<file path="src/rtl/change_dispenser_if.sv">
// Request/dispense bus between the vend controller (master) and the change dispenser (slave).
interface change_dispenser_if #(
  parameter int AMT_W    = 4,
  parameter int HOPPER_W = 4
);
  logic                req;
  logic [AMT_W-1:0]    amount;
  logic                refill;
  logic                ready;
  logic                coin_out;
  logic                done;
  logic                fault;
  logic [HOPPER_W-1:0] coin_count;

  modport master (
    output req, amount, refill,
    input  ready, coin_out, done, fault, coin_count
  );

  modport slave (
    input  req, amount, refill,
    output ready, coin_out, done, fault, coin_count
  );
endinterface

</file>
<file path="src/rtl/change_dispenser.sv">
// Dollar-coin payout controller: one timed solenoid pulse per coin owed,
// with hopper inventory tracking and rejection of requests it cannot cover.
module change_dispenser #(
  parameter int AMT_W        = 4,
  parameter int HOPPER_W     = 4,
  parameter int HOPPER_MAX   = 15,
  parameter int HOPPER_INIT  = 0,
  parameter int PULSE_CYCLES = 4,
  parameter int GAP_CYCLES   = 2
) (
  input  logic                clk,
  input  logic                rst_n,
  change_dispenser_if.slave   bus
);

  typedef enum logic [1:0] {
    ST_IDLE  = 2'd0,
    ST_PULSE = 2'd1,
    ST_GAP   = 2'd2,
    ST_DONE  = 2'd3
  } state_e;

  localparam int PH_MAX = (PULSE_CYCLES > GAP_CYCLES) ? PULSE_CYCLES : GAP_CYCLES;
  localparam int PH_W   = (PH_MAX > 1) ? $clog2(PH_MAX) : 1;
  localparam int CMP_W  = (AMT_W > HOPPER_W) ? AMT_W : HOPPER_W;

  localparam logic [PH_W-1:0]     PH_PULSE = PH_W'(PULSE_CYCLES - 1);
  localparam logic [PH_W-1:0]     PH_GAP   = PH_W'(GAP_CYCLES - 1);
  localparam logic [PH_W-1:0]     PH_ZERO  = {PH_W{1'b0}};
  localparam logic [HOPPER_W-1:0] CNT_MAX  = HOPPER_W'(HOPPER_MAX);
  localparam logic [HOPPER_W-1:0] CNT_INIT = HOPPER_W'(HOPPER_INIT);
  localparam logic [HOPPER_W-1:0] CNT_ONE  = {{(HOPPER_W-1){1'b0}}, 1'b1};
  localparam logic [AMT_W-1:0]    AMT_ZERO = {AMT_W{1'b0}};
  localparam logic [AMT_W-1:0]    AMT_ONE  = {{(AMT_W-1){1'b0}}, 1'b1};

  state_e              state_q,  state_d;
  logic [AMT_W-1:0]    remain_q, remain_d;
  logic [PH_W-1:0]     phase_q,  phase_d;
  logic                fault_q,  fault_d;
  logic [HOPPER_W-1:0] count_q,  count_d;

  logic [CMP_W-1:0]    amt_ext_s;
  logic [CMP_W-1:0]    cnt_ext_s;
  logic                dispense_s;

  // Compare against the inventory as registered, so a same-edge refill does not count.
  assign amt_ext_s  = CMP_W'(bus.amount);
  assign cnt_ext_s  = CMP_W'(count_q);
  assign dispense_s = (state_q == ST_PULSE) && (phase_q == PH_ZERO);

  // Next-state, remaining-coin and phase counter logic.
  always_comb begin
    state_d  = state_q;
    remain_d = remain_q;
    phase_d  = phase_q;
    fault_d  = fault_q;
    case (state_q)
      ST_IDLE: begin
        fault_d = 1'b0;
        if (bus.req) begin
          remain_d = bus.amount;
          if (bus.amount == AMT_ZERO) begin
            state_d = ST_DONE;
          end else if (amt_ext_s > cnt_ext_s) begin
            state_d = ST_DONE;
            fault_d = 1'b1;
          end else begin
            state_d = ST_PULSE;
            phase_d = PH_PULSE;
          end
        end else begin
          state_d = ST_IDLE;
        end
      end
      ST_PULSE: begin
        if (phase_q == PH_ZERO) begin
          remain_d = remain_q - AMT_ONE;
          if (remain_q == AMT_ONE) begin
            state_d = ST_DONE;
          end else begin
            state_d = ST_GAP;
            phase_d = PH_GAP;
          end
        end else begin
          phase_d = phase_q - 1'b1;
        end
      end
      ST_GAP: begin
        if (phase_q == PH_ZERO) begin
          state_d = ST_PULSE;
          phase_d = PH_PULSE;
        end else begin
          phase_d = phase_q - 1'b1;
        end
      end
      ST_DONE: begin
        state_d = ST_IDLE;
      end
      default: begin
        state_d  = ST_IDLE;
        remain_d = AMT_ZERO;
        phase_d  = PH_ZERO;
        fault_d  = 1'b0;
      end
    endcase
  end

  // Hopper inventory: a refill coinciding with a dispensed coin cancels out.
  always_comb begin
    count_d = count_q;
    if (dispense_s && bus.refill) begin
      count_d = count_q;
    end else if (dispense_s) begin
      count_d = count_q - CNT_ONE;
    end else if (bus.refill && (count_q != CNT_MAX)) begin
      count_d = count_q + CNT_ONE;
    end else begin
      count_d = count_q;
    end
  end

  // State and datapath registers.
  always_ff @(posedge clk or negedge rst_n) begin
    if (!rst_n) begin
      state_q  <= ST_IDLE;
      remain_q <= AMT_ZERO;
      phase_q  <= PH_ZERO;
      fault_q  <= 1'b0;
      count_q  <= CNT_INIT;
    end else begin
      state_q  <= state_d;
      remain_q <= remain_d;
      phase_q  <= phase_d;
      fault_q  <= fault_d;
      count_q  <= count_d;
    end
  end

  assign bus.ready      = (state_q == ST_IDLE);
  assign bus.coin_out   = (state_q == ST_PULSE);
  assign bus.done       = (state_q == ST_DONE);
  assign bus.fault      = (state_q == ST_DONE) && fault_q;
  assign bus.coin_count = count_q;

endmodule

</file>
<file path="src/flat_wrapper.sv">
// flat-port wrapper written by rule: the top's interface ports become plain ports
module change_dispenser_flat 
#(
  parameter int AMT_W        = 4,
  parameter int HOPPER_W     = 4,
  parameter int HOPPER_MAX   = 15,
  parameter int HOPPER_INIT  = 0,
  parameter int PULSE_CYCLES = 4,
  parameter int GAP_CYCLES   = 2
)
  (clk, rst_n, bus_req, bus_amount, bus_refill, bus_ready, bus_coin_out, bus_done, bus_fault, bus_coin_count);
  change_dispenser_if #(.AMT_W(AMT_W), .HOPPER_W(HOPPER_W)) bus_i ();
  input  logic clk;
  input  logic rst_n;
  input wire logic [$bits(bus_i.req)-1:0] bus_req;
  input wire logic [$bits(bus_i.amount)-1:0] bus_amount;
  input wire logic [$bits(bus_i.refill)-1:0] bus_refill;
  output wire logic [$bits(bus_i.ready)-1:0] bus_ready;
  output wire logic [$bits(bus_i.coin_out)-1:0] bus_coin_out;
  output wire logic [$bits(bus_i.done)-1:0] bus_done;
  output wire logic [$bits(bus_i.fault)-1:0] bus_fault;
  output wire logic [$bits(bus_i.coin_count)-1:0] bus_coin_count;
  assign bus_i.req = bus_req;
  assign bus_i.amount = bus_amount;
  assign bus_i.refill = bus_refill;
  assign bus_ready = bus_i.ready;
  assign bus_coin_out = bus_i.coin_out;
  assign bus_done = bus_i.done;
  assign bus_fault = bus_i.fault;
  assign bus_coin_count = bus_i.coin_count;
  change_dispenser #(.AMT_W(AMT_W), .HOPPER_W(HOPPER_W), .HOPPER_MAX(HOPPER_MAX), .HOPPER_INIT(HOPPER_INIT), .PULSE_CYCLES(PULSE_CYCLES), .GAP_CYCLES(GAP_CYCLES)) u_core (.clk(clk), .rst_n(rst_n), .bus(bus_i));
endmodule
</file>
<file path="config.mk">
export PLATFORM = sky130hd
export DESIGN_NAME = change_dispenser_flat
export DESIGN_NICKNAME = d
export VERILOG_FILES = /design/src/rtl/change_dispenser_if.sv /design/src/rtl/change_dispenser.sv /design/src/flat_wrapper.sv
export SDC_FILE = /design/constraint.sdc
export NUM_CORES = 1
export LEC_CHECK = 0
export ABC_AREA = 1
export CAP_MARGIN = 0
export CORE_ASPECT_RATIO = 0.6
export CORE_MARGIN = 1.5
export CORE_UTILIZATION = 29
export CTS_CLUSTER_SIZE = 20
export DETAILED_ROUTE_END_ITERATION = 10
export PLACE_DENSITY_LB_ADDON = 0.12
export SETUP_SLACK_MARGIN = 0.02
export SLEW_MARGIN = 20
export SYNTH_ARGS = -nofsm -noshare
export SYNTH_HDL_FRONTEND = slang
export SYNTH_SLANG_ARGS = --single-unit
</file>
<file path="constraint.sdc">
create_clock -name clk -period 2.55 [get_ports clk]
set_input_delay 0.3825 -clock clk [delete_from_list [all_inputs] [get_ports clk]]
set_output_delay 0.3825 -clock clk [all_outputs]
set_load 0.005 [all_outputs]
</file>
Yosys cells after proc, flatten, opt, wreduce, memory -nomap -nowiden. Index checks and enable logic that the tools add are counted.

Flip-flop bits (word level): 13. Input port bits: 8. Output and inout port bits: 8. Word-level logic and storage cells: 58.

Add/sub/neg operators: 4. $lt $le $gt $ge: 1. Eq/ne operators: 11. Muxes and demuxes: 22. Bitwise gates (word level): 1. Reductions and logical operators: 14.

Operator list (count): $mux W2 (11); $mux W4 (4); $pmux W2 S4 (1); $pmux W4 S2 (1); $sub A4 B1 Y4 const B (2); $ne A2 B2 Y1 const B (3); $pmux W2 S3 (1); $reduce_and A5 Y1 (1); $add A4 B1 Y4 const B (1); $eq A2 B2 Y1 const B (2); $eq A4 B1 Y1 const B (1); $gt A4 B4 Y1 (1); $logic_and A1 B1 Y1 (4); $logic_not A2 Y1 (2); $logic_not A4 Y1 (1); $mux W1 (4); $ne A2 B1 Y1 const B (2); $ne A4 B4 Y1 const B (1); $reduce_and A2 Y1 (2); $reduce_bool A2 Y1 (2); $ne A3 B3 Y1 const B (1); $reduce_and A3 Y1 (1); $reduce_bool A3 Y1 (1); $eq A2 B1 Y1 const B (1); 2 further kinds (2).

Depth between registers and ports, before layout. Gate-level depths: netlist of the first run.

Depth in word-level cells: 5. Depth in mapped cells: 13. Gate-level depth less buffers: 13.

Worst setup path after synthesis of the first run. No wires, ideal clock.

Path kind: register to register. Start point: register u_core.state_q[1]. End point: register u_core.count_q[3] (netlist: u_core.bus.coin_count[3]). Library setup time: 0.121 ns. Data arrival time: 1.778 ns. Slack: 0.651 ns. Stages on the path, launching flop included: 13. Path buffers: 1. Path through: dfrtp_1 inv_1 ha_1 buf_6 nand2_4 inv_2 ha_1 a21oi_1 nand2_1 o21ai_0 o21ai_0 nand2_1 nand2_1.

Longest elaborated chain between the ends: 5. Elaborated cells between the ends (all ways): 7. Classes of those cells: 1 x eq/ne; 1 x mux; 1 x bitwise; 4 x reduce/logical.

Ends and longest elaborated chain: start, declared (line change_dispenser.sv:36) `state_e state_q, state_d;`; start signal, assigned (line change_dispenser.sv:131) `state_q <= state_d;`; $eq A2 B1 Y1 *; named net bus_coin_out (line flat_wrapper.sv:19) `output wire logic [$bits(bus_i.coin_out)-1:0] bus_coin_out;`; $logic_and A1 B1 Y1 * (line change_dispenser.sv:49) `assign dispense_s = (state_q == ST_PULSE) && (phase_q == PH_ZERO);`; $logic_and A1 B1 Y1 (line change_dispenser.sv:111) `if (dispense_s && bus.refill) begin`; $not A1 Y1 (no line); $reduce_and A2 Y1 (no line); end signal, assigned (line change_dispenser.sv:135) `count_q <= count_d;`; end, declared (line change_dispenser.sv:40) `logic [HOPPER_W-1:0] count_q, count_d;`.

Mark *: on every way through the listed nets, which the timed path passes. The rest lies on a longest branch. A chain may end at the register's enable or synchronous reset.

Final worst setup path of the first run.
Start point: register u_core.phase_q[0]. End point: register u_core.count_q[3] (netlist: u_core.bus.coin_count[3]).

Longest elaborated chain between the ends: 5. Elaborated cells between the ends (all ways): 7. Classes of those cells: 1 x mux; 1 x bitwise; 5 x reduce/logical.

Ends and longest elaborated chain: start, declared (line change_dispenser.sv:38) `logic [PH_W-1:0] phase_q, phase_d;`; start signal, assigned (line change_dispenser.sv:133) `phase_q <= phase_d;`; $logic_not A2 Y1 * (line change_dispenser.sv:49); $logic_and A1 B1 Y1 * (line change_dispenser.sv:49); $logic_and A1 B1 Y1 (line change_dispenser.sv:111); $not A1 Y1 (no line); $reduce_and A2 Y1 (no line).

Mark *: on every way between the ends. The rest lies on a longest branch, timed or not.

==> results of run 1 <==
==> flip-flops by register name, indices dropped and copies added, names as in the netlist <==
signal	cells
u_core.fault_q	1
u_core.state_q	2
u_core.phase_q	2
u_core.bus.coin_count	4
u_core.remain_q	4
==> synth_stat cells, drive strengths merged, types with 2 or more instances <==
cell / number
nand2: 32
inv: 24
ha: 14
dfrtp: 13
o21ai: 12
nor2: 8
nand3: 7
a21oi: 5
o211ai: 4
a22oi: 2
nand4: 2
xnor2: 2
xor2: 2
==> power groups by stage <==
stage | Clock (mW) | Combinational, mW | Sequential, mW
after floorplan | 0 | 0.708 | 0.391
after global placement | 0 | 0.980 | 0.412
after detailed placement | 0 | 0.993 | 0.410
after CTS | 0.195 | 0.999 | 0.407
after global routing | 0.204 | 1.14 | 0.423
final | 0.185 | 0.992 | 0.408
==> worst max-delay path: stages, from the launching register on <==
cell and delay, ns:
dfrtp_1 0.40, inv_1 0.08, ha_1 0.30, nand2_4 0.11, inv_2 0.12, ha_1 0.28, a21oi_1 0.15, nand2_1 0.11
o21ai_0 0.25, o21ai_0 0.13, nand2_1 0.07, nand2_1 0.05
==> per-layer routing <==
layer  wire length, µm  vias up  share of wire, %  GRT usage (%)
met2               914        5                38           18.3
met3                56        2               2.4           3.93
met1              1400      393                59           20.6
met5                 0        -                 0              0
met4                 4        0              0.17           1.72
li1                  -      465                 -              -
==> layout make-up <==
type / instances / share of cell area (%)
multi-input combinational: 94 / 47.4
sequential: 13 / 25.4
timing repair buffer: 16 / 12.3
inverter: 24 / 7.03
tap: 45 / 4.39
clock buffer: 4 / 3.52
==> cells by family (layout without fill, tap and decap cells) <==
kind of cell	after synthesis	after routing	synth area share (%)
buffers and inverters	25	44	9.81
and+or+nand+nor	49	49	20.1
AOI/OAI and AO/OA	26	26	16.3
DFF	13	13	31.5
adders and majority gates	15	15	18.9
xor gates and xnor gates	4	4	3.39
==> how the worst min path moves through the flow <==
stage                                          start                                    to  slack (ns)
after floorplan                                rst_n  u_core.bus.coin_count[0]$_DFFE_PN0P_        0.09
after global placement    u_core.fault_q$_DFFE_PN0P_            u_core.fault_q$_DFFE_PN0P_        0.47
after detailed placement  u_core.fault_q$_DFFE_PN0P_            u_core.fault_q$_DFFE_PN0P_        0.47
after CTS                 u_core.fault_q$_DFFE_PN0P_            u_core.fault_q$_DFFE_PN0P_        0.49
after global routing      u_core.fault_q$_DFFE_PN0P_            u_core.fault_q$_DFFE_PN0P_        0.51
final                     u_core.fault_q$_DFFE_PN0P_            u_core.fault_q$_DFFE_PN0P_        0.49
==> per-stage QoR <==
step	area (µm²)	setup slack, ns	utilization [%]	std cells
final	1280	0.392	38.6	196
after floorplan	1030	0.651	-	132
after global placement	1240	0.510	37.2	192
after detailed placement	1240	0.415	37.2	192
after CTS	1280	0.403	38.6	196
after global routing	1280	0.0970	38.6	196
==> reports/qor.csv, run 1 <==
stage,metric,value,unit
clocking,CTS max path bufs,2,
worst_setup_path,r2r setup slk,0.39,ns
timing,Highest Clock Rate,463,MHz
global_route,GR Overflow Total,0,
min_path,Hold Path Class,reg2reg,
timing,Setup TNS Final,0,ns
logic_synthesis,Synth top area share,31.5,%
finish,register area,325,µm²
global_route,vias in the first global route,832,
worst_setup_path,Startpoint Class,flip-flop,
logic_synthesis,Unique masters post-synth,22,
logic_synthesis,Post-Synthesis Cell Area,0.00103,mm²
clocking,post-CTS resize count,0,
timing,Final Hold Fails,0,
finish,fillers,360,
floorplanning,CORE AREA,0.00332,mm²
detailed_routing,routed length per instance,12.1,µm
timing,Worst Tran Pin Value,0.674,ns
global_route,Tot GR Track Use,13.3,%
detailed_routing,First-pass DRT Iterations,5,
detailed_routing,post-route ant nets,0,
place,HPWL Detailed,1.95,mm
global_route,first-pass GRT wire length,4.00,mm
logic_synthesis,Post-synth top flop,dfrtp_1,
finish,# diodes,0,
worst_setup_path,CP arrival,2.29,ns
worst_setup_path,crit end category,flip-flop,
clocking,clk slew on worst S/H paths,0.06,ns
timing,"Setup violations, final",0,
worst_setup_path,r2r endpoint,u_core.bus.coin_count[3]$_DFFE_PN0P_,
detailed_routing,initial DRC count,13,
logic_synthesis,synth warn,0,
clocking,"Hold-fix buffers, CTS",0,
detailed_routing,Vias,865,
logic_synthesis,gate count of the mapped netlist,132,
finish,multi-input logic area,607,µm²
power_and_ir_drop,power per standard cell area,1240,mW/mm²
timing,crit path time final,2.16,ns
power_and_ir_drop,Tot Pwr,1.58,mW
clocking,Num CTS Buffers,3,
power_and_ir_drop,total internal power,0.863,mW
logic_synthesis,number of enable flip-flop cells after synthesis,0,
floorplanning,Die Y,49.2,µm
power_and_ir_drop,maximum VDD drop,0.000439,V
power_and_ir_drop,sequential power share,25.7,%
clocking,Post-CTS Setup Inserts,0,
floorplanning,Die X,80.1,µm
clocking,CTS tree,done,
timing,final slew viol count,0,
clocking,Root Buffer,clkbuf_8,
worst_setup_path,Worst Setup EP,u_core.bus.coin_count[3]$_DFFE_PN0P_,
floorplanning,Starting Density,31.1,%
finish,area delta synth->final,24.0,%
floorplanning,boundary pin count,16,
min_path,Cells on Worst Hold Path,2,
worst_setup_path,Max Fanout on Critical Path,5,
timing,worst hold slack,0.488,ns
power_and_ir_drop,Leak,0.666,nW
detailed_routing,Vias/cell,4.41,
clocking,H-Tree Level Count,1,
logic_synthesis,syn avg cell area,7.83,µm²
detailed_routing,final WL,2.38,mm
power_and_ir_drop,Comb pwr share,62.6,%
power_and_ir_drop,Clock power frac,11.7,%
timing,Slew headroom,54.9,%
finish,most frequent cells in the layout,"nand2_1 (30), inv_1 (21), clkdlybuf4s50_1 (15)",
clocking,CTS sink count,13,
logic_synthesis,"area leader, netlist",dfrtp_1,
global_route,pin count of the biggest net entering global routing,14,
worst_setup_path,reg2reg start,u_core.phase_q[0]$_DFFE_PN0P_,
finish,share of layout cells above drive strength 1,8.61,%
run,Maximum Capacitance Violations,0,
global_route,initial antenna violation count,0,
status,status,completed,
finish,final net count,175,
floorplanning,Cell Rows,16,
timing,Setup Skew,0.000547,ns
timing,Final period util,84.6,%
clocking,clk_lat worst skew,0.24,ns
logic_synthesis,dominant cells by area after synthesis,"dfrtp_1 (31%), ha_1 (17%), nand2_1 (11%)",
place,Final Wtd Congestion,0.774,
logic_synthesis,async set-reset flop share out of synthesis,100,%
timing,RSZ-0062 raised after global routing,false,
worst_setup_path,"Req. time, crit path",2.68,ns
power_and_ir_drop,Sw Ratio,45.6,%
finish,"commonest non-fill, non-tap cell in the layout",nand2_1,
power_and_ir_drop,Net Switching,0.722,mW
worst_setup_path,reg2reg path depth,11,
logic_synthesis,Yosys reg bits,13,
worst_setup_path,CP startpoint,u_core.phase_q[0]$_DFFE_PN0P_,
logic_synthesis,register area share after synthesis,31.5,%
worst_setup_path,CP Class,reg2reg,
logic_synthesis,syn nets,155,
floorplanning,full die area,0.00394,mm²
detailed_routing,# DRC,0,
place,PortBufs,15,
Note: power is estimated with default switching activity, not from simulation.
==> inputs of run 2 (changes only) <==
- clock period: 2.55 -> 2.1 ns (I/O delays scaled with it)
==> reports/qor.csv, run 2 (synthesis gave the netlist of run 1 again) <==
stage,metric,value,unit,change
detailed_routing,post-route ant nets,0,,unchanged
worst_setup_path,reg2reg path depth,11,,unchanged
detailed_routing,Vias,889,,+2.8%
detailed_routing,initial DRC count,30,,+17
timing,final slew viol count,0,,unchanged
floorplanning,full die area,0.00394,mm²,unchanged
clocking,Num CTS Buffers,3,,unchanged
floorplanning,Die X,80.1,µm,unchanged
worst_setup_path,CP arrival,1.67,ns,-0.62 ns
clocking,Post-CTS Setup Inserts,0,,unchanged
finish,most frequent cells in the layout,"nand2_1 (30), inv_1 (21), clkdlybuf4s50_1 (15)",,
worst_setup_path,r2r endpoint,u_core.bus.coin_count[3]$_DFFE_PN0P_,,
floorplanning,CORE AREA,0.00332,mm²,unchanged
worst_setup_path,Startpoint Class,flip-flop,,
floorplanning,boundary pin count,16,,unchanged
floorplanning,Die Y,49.2,µm,unchanged
worst_setup_path,reg2reg start,u_core.state_q[1]$_DFFE_PN0P_,,
finish,multi-input logic area,626,µm²,+3.1%
power_and_ir_drop,Tot Pwr,1.97,mW,+25%
timing,Highest Clock Rate,505,MHz,
power_and_ir_drop,Clock power frac,11.9,%,+0.2 points
clocking,Root Buffer,clkbuf_8,,
power_and_ir_drop,Sw Ratio,46.0,%,+0.40 points
run,Maximum Capacitance Violations,0,,unchanged
global_route,pin count of the biggest net entering global routing,14,,unchanged
floorplanning,Starting Density,31.1,%,unchanged
power_and_ir_drop,Net Switching,0.907,mW,+26%
timing,Setup Skew,0.00104,ns,+0.000491 ns
clocking,H-Tree Level Count,1,,unchanged
finish,area delta synth->final,25.9,%,
clocking,clk slew on worst S/H paths,0.06,ns,about the same
worst_setup_path,CP Class,reg2out,,
place,Final Wtd Congestion,0.813,,+5.1%
clocking,CTS max path bufs,2,,unchanged
global_route,first-pass GRT wire length,4.13,mm,+3.5%
detailed_routing,Vias/cell,4.54,,+2.8%
power_and_ir_drop,total internal power,1.07,mW,+24%
clocking,CTS sink count,13,,unchanged
timing,Slew headroom,57.5,%,+2.6 points
finish,register area,325,µm²,unchanged
global_route,Tot GR Track Use,14.1,%,+0.74 points
timing,Final Hold Fails,0,,unchanged
power_and_ir_drop,maximum VDD drop,0.000495,V,+13%
place,PortBufs,15,,unchanged
timing,crit path time final,1.98,ns,
timing,Setup TNS Final,0,ns,unchanged
finish,Post-Layout Cell Count,196,,unchanged
finish,share of layout cells above drive strength 1,11.3,%,+2.6 points
power_and_ir_drop,Leak,0.668,nW,+0.33%
global_route,vias in the first global route,879,,+5.6%
global_route,GR Overflow Total,0,,unchanged
worst_setup_path,crit end category,output port,,
worst_setup_path,CP max stage cell,clkdlybuf4s50_1,,
floorplanning,Cell Rows,16,,unchanged
place,Inst Count DP,192,,unchanged
finish,final net count,175,,unchanged
worst_setup_path,"Req. time, crit path",1.78,ns,-0.90 ns
detailed_routing,final WL,2.39,mm,+0.55%
worst_setup_path,Max Fanout on Critical Path,10,,+5
power_and_ir_drop,power per standard cell area,1520,mW/mm²,+23%
clocking,clk_lat worst skew,0.25,ns,about the same
timing,RSZ-0062 raised after global routing,false,,
global_route,initial antenna violation count,0,,unchanged
detailed_routing,# DRC,0,,unchanged
detailed_routing,routed length per instance,12.2,µm,+0.55%
worst_setup_path,"critical path, cell by cell",inv_1 > ha_2 > buf_4 > clkdlybuf4s50_1,,
place,HPWL Detailed,1.94,mm,-0.64%
power_and_ir_drop,sequential power share,25.0,%,-0.7 points
finish,fillers,365,,+1.4%
finish,# diodes,0,,unchanged
power_and_ir_drop,Comb pwr share,63.1,%,+0.5 points
detailed_routing,First-pass DRT Iterations,6,,+1
timing,"Setup violations, final",0,,unchanged
timing,Final period util,94.3,%,
status,status,completed,,
worst_setup_path,r2r setup slk,0.23,ns,-0.16 ns
worst_setup_path,Worst path max stage delay,0.52,ns,+0.12 ns
clocking,CTS tree,done,,
finish,"commonest non-fill, non-tap cell in the layout",nand2_1,,
timing,Worst Tran Pin Value,0.635,ns,-0.0392 ns
min_path,Hold Path Class,in2async,,
run 2: changes by cell type in the layout (fill, tap and decap cells not counted), sizes merged:
cell,previous run,this run
clkbuf,4,3
clkinv,0,1
run 2: power groups by stage:
stage / logic [mW] / registers [mW] / clock network (mW)
2_1_floorplan: 0.859 / 0.475 / 0
3_3_place_gp: 1.20 / 0.494 / 0
3_5_place_dp: 1.21 / 0.498 / 0
4_1_cts: 1.22 / 0.493 / 0.245
5_1_grt: 1.44 / 0.517 / 0.259
6_report: 1.24 / 0.493 / 0.235
run 2: metal layers:
metal	part of all wire (%)	global-route usage [%]	vias to the layer above
li1	-	-	465
met1	52	19.2	411
met2	43	20.4	7
met3	3.1	4.86	6
met4	1.8	4.89	0
met5	0	0	-
run 2: how the worst max path moves through the flow:
| stage | from | end | slack (ns) | depth (start not counted) |
|---|---|---|---|---|
| floorplan | u_core.state_q[1]$_DFFE_PN0P_ | u_core.bus.coin_count[3]$_DFFE_PN0P_ | 0.20 | 12 |
| global placement | bus_amount[3] | u_core.phase_q[0]$_DFFE_PN0P_ | 0.20 | 10 |
| detailed placement | u_core.phase_q[0]$_DFFE_PN0P_ | u_core.bus.coin_count[3]$_DFFE_PN0P_ | 0.09 | 11 |
| CTS | u_core.phase_q[0]$_DFFE_PN0P_ | u_core.bus.coin_count[3]$_DFFE_PN0P_ | 0.07 | 11 |
| global route | u_core.state_q[1]$_DFFE_PN0P_ | u_core.bus.coin_count[3]$_DFFE_PN0P_ | 0.04 | 11 |
| finish | u_core.state_q[1]$_DFFE_PN0P_ | bus_coin_out | 0.12 | 4 |
run 2: timing repair:
item,in CTS,in global routing
gates resized for setup,0,5
endpoints found under the setup margin,0,1
hold buffers,0,0
run 2: final cells by class:
class	instances	share of cell area, %
clock buffers	3	3.17
clock inverters	1	0.385
inverters	24	6.92
multi-input cells	94	48.1
flip-flops and latches	13	25.0
well taps	45	4.33
repair buffers	16	12.1
run 2: worst max-delay path: cells and delay by family (launching register included):
| family | cells | cell delay, ns |
|---|---|---|
| adders and majority gates | 1 | 0.21 |
| buffers and inverters | 3 | 0.81 |
| DFF | 1 | 0.40 |
run 2: through the flow:
stage	utilization, %	setup WS [ns]	cell area [µm²]	hold WS, ns
6_report	39.2	0.120	1300	0.458
5_1_grt	39.2	0.0397	1300	0.506
4_1_cts	38.6	0.0737	1280	0.490
3_5_place_dp	37.2	0.0888	1240	0.474
3_3_place_gp	37.2	0.197	1240	0.466
2_1_floorplan	-	0.201	1030	0.0194
==> inputs of run 3 (changes only) <==
- clock period: 2.1 -> 1.7 ns (I/O delays scaled with it)
==> reports/qor.csv, run 3 (synthesis gave the netlist of run 1 again) <==
stage,metric,value,unit,change
worst_setup_path,r2r setup slk,0.08,ns,-0.15 ns
timing,final slew viol count,0,,unchanged
global_route,vias in the first global route,941,,+7.1%
detailed_routing,final WL,2.64,mm,+10%
detailed_routing,initial DRC count,26,,-13%
timing,Setup TNS Final,0,ns,unchanged
finish,final net count,198,,+13%
min_path,Hold Path Class,in2async,,
finish,# diodes,0,,unchanged
floorplanning,Die X,80.1,µm,unchanged
floorplanning,boundary pin count,16,,unchanged
worst_setup_path,CP Class,reg2reg,,
finish,register area,328,µm²,+0.77%
worst_setup_path,crit end category,flip-flop,,
worst_setup_path,reg2reg path depth,10,,-1
worst_setup_path,Worst Setup EP,u_core.bus.coin_count[3]$_DFFE_PN0P_,,
global_route,pin count of the biggest net entering global routing,14,,unchanged
timing,Final period util,95.2,%,
worst_setup_path,CP arrival,1.76,ns,+0.09 ns
detailed_routing,Vias,950,,+6.9%
finish,share of layout cells above drive strength 1,31.6,%,+20 points
worst_setup_path,reg2reg start,u_core.state_q[0]$_DFFE_PN0P_,,
worst_setup_path,Startpoint Class,flip-flop,,
floorplanning,CORE AREA,0.00332,mm²,unchanged
floorplanning,Starting Density,31.1,%,unchanged
timing,worst hold slack,0.319,ns,-0.139 ns
finish,"commonest non-fill, non-tap cell in the layout",nand2_1,,
detailed_routing,Vias/cell,4.34,,-4.4%
detailed_routing,# DRC,0,,unchanged
clocking,Num CTS Buffers,3,,unchanged
run,Maximum Capacitance Violations,0,,unchanged
timing,Final Hold Fails,0,,unchanged
clocking,clk slew on worst S/H paths,0.06,ns,about the same
clocking,CTS max path bufs,2,,unchanged
detailed_routing,post-route ant nets,0,,unchanged
clocking,CTS sink count,13,,unchanged
floorplanning,Cell Rows,16,,unchanged
global_route,first-pass GRT wire length,4.55,mm,+10%
timing,Worst Tran Pin Value,0.271,ns,-0.364 ns
floorplanning,Die Y,49.2,µm,unchanged
power_and_ir_drop,Leak,0.816,nW,+22%
finish,area delta synth->final,50.7,%,
clocking,Root Buffer,clkbuf_8,,
worst_setup_path,r2r endpoint,u_core.bus.coin_count[3]$_DFFE_PN0P_,,
timing,crit path time final,1.62,ns,
clocking,clk_lat worst skew,0.25,ns,about the same
worst_setup_path,Max Fanout on Critical Path,3,,-7
timing,Slew headroom,81.8,%,+24 points
timing,RSZ-0062 raised after global routing,true,,
worst_setup_path,"Req. time, crit path",1.84,ns,+0.06 ns
clocking,CTS tree,done,,
finish,fin area,0.00156,mm²,+20%
power_and_ir_drop,power per standard cell area,1860,mW/mm²,+23%
clocking,H-Tree Level Count,1,,unchanged
timing,Highest Clock Rate,618,MHz,
floorplanning,full die area,0.00394,mm²,unchanged
detailed_routing,routed length per instance,12.1,µm,-1.2%
global_route,Tot GR Track Use,15.2,%,+1.1 points
finish,Post-Layout Cell Count,219,,+12%
clocking,"Hold-fix buffers, CTS",0,,unchanged
power_and_ir_drop,maximum VDD drop,0.000813,V,+64%
status,status,completed,,
detailed_routing,First-pass DRT Iterations,4,,-2
place,placed cell area,0.00137,mm²,+11%
place,Inst Count DP,206,,+7.3%
worst_setup_path,CP startpoint,u_core.state_q[0]$_DFFE_PN0P_,,
finish,fillers,345,,-5.5%
finish,multi-input logic area,692,µm²,+11%
timing,Setup Skew,0.00457,ns,+0.00353 ns
place,HPWL Detailed,2.05,mm,+5.6%
place,PortBufs,15,,unchanged
place,Final Wtd Congestion,0.812,,-0.17%
finish,most frequent cells in the layout,"nand2_1 (28), buf_4 (22), inv_1 (16)",,
global_route,GR Overflow Total,0,,unchanged
timing,"Setup violations, final",0,,unchanged
global_route,initial antenna violation count,0,,unchanged
[run 3: how the worst min path moves through the flow]
stage                                from                                    to  slack [ns]  cells after the start
2_1_floorplan                       rst_n  u_core.bus.coin_count[0]$_DFFE_PN0P_       -0.04                      0
3_3_place_gp   u_core.fault_q$_DFFE_PN0P_            u_core.fault_q$_DFFE_PN0P_        0.47                      2
3_5_place_dp   u_core.fault_q$_DFFE_PN0P_            u_core.fault_q$_DFFE_PN0P_        0.47                      2
4_1_cts                             rst_n        u_core.remain_q[1]$_DFFE_PN0P_        0.33                      2
5_1_grt                             rst_n        u_core.remain_q[1]$_DFFE_PN0P_        0.35                      2
6_report                            rst_n        u_core.remain_q[1]$_DFFE_PN0P_        0.32                      2
[run 3: layer usage]
layer	global-route usage (%)	part of all wire [%]	vias to the layer above
met5	0	0	-
met4	2.59	0.49	0
met3	4.49	2.7	2
met2	21.6	44	6
met1	22.7	53	431
li1	-	-	511
[run 3: through the flow]
stage,utilization (%),total power [mW],worst slack (ns)
after detailed placement,41.3,2.32,-0.0980
after global routing,46.9,3.23,-0.0185
after global placement,41.3,2.30,-0.114
after CTS,44.6,2.74,-0.0109
after floorplan,-,1.71,-0.00852
final,46.9,2.90,0.0810
[run 3: repair_timing]
action                     4_1_cts  5_1_grt
gates resized for setup         11       15
setup endpoints to repair        6       12
pin swaps                        6        1
setup buffers                    4        5
[run 3: critical path: stages, from the launching register on]
cell and delay (ns):
dfrtp_2 0.45, ha_4 0.19, nand2_4 0.07, inv_4 0.04
ha_4 0.24, a21oi_2 0.13, nand2_2 0.08, o21ai_2 0.13
o21ai_1 0.08, nand2_1 0.06, nand2_1 0.04
[run 3: layout make-up]
| type | count | area share (%) |
|---|---|---|
| Sequential cell | 13 | 21.0 |
| Tap cell | 45 | 3.61 |
| Inverter | 24 | 5.94 |
| Clock buffer | 4 | 2.89 |
| Timing Repair Buffer | 39 | 22.1 |
| Multi-Input combinational cell | 94 | 44.4 |
[run 3: report_power, final]
part           leakage, nW  internal, mW  total [mW]  switching [mW]
logic                0.638          1.00        2.00           0.995
registers            0.155         0.478       0.619           0.141
clock network       0.0228         0.166       0.290           0.124
total                0.816          1.64        2.90            1.26
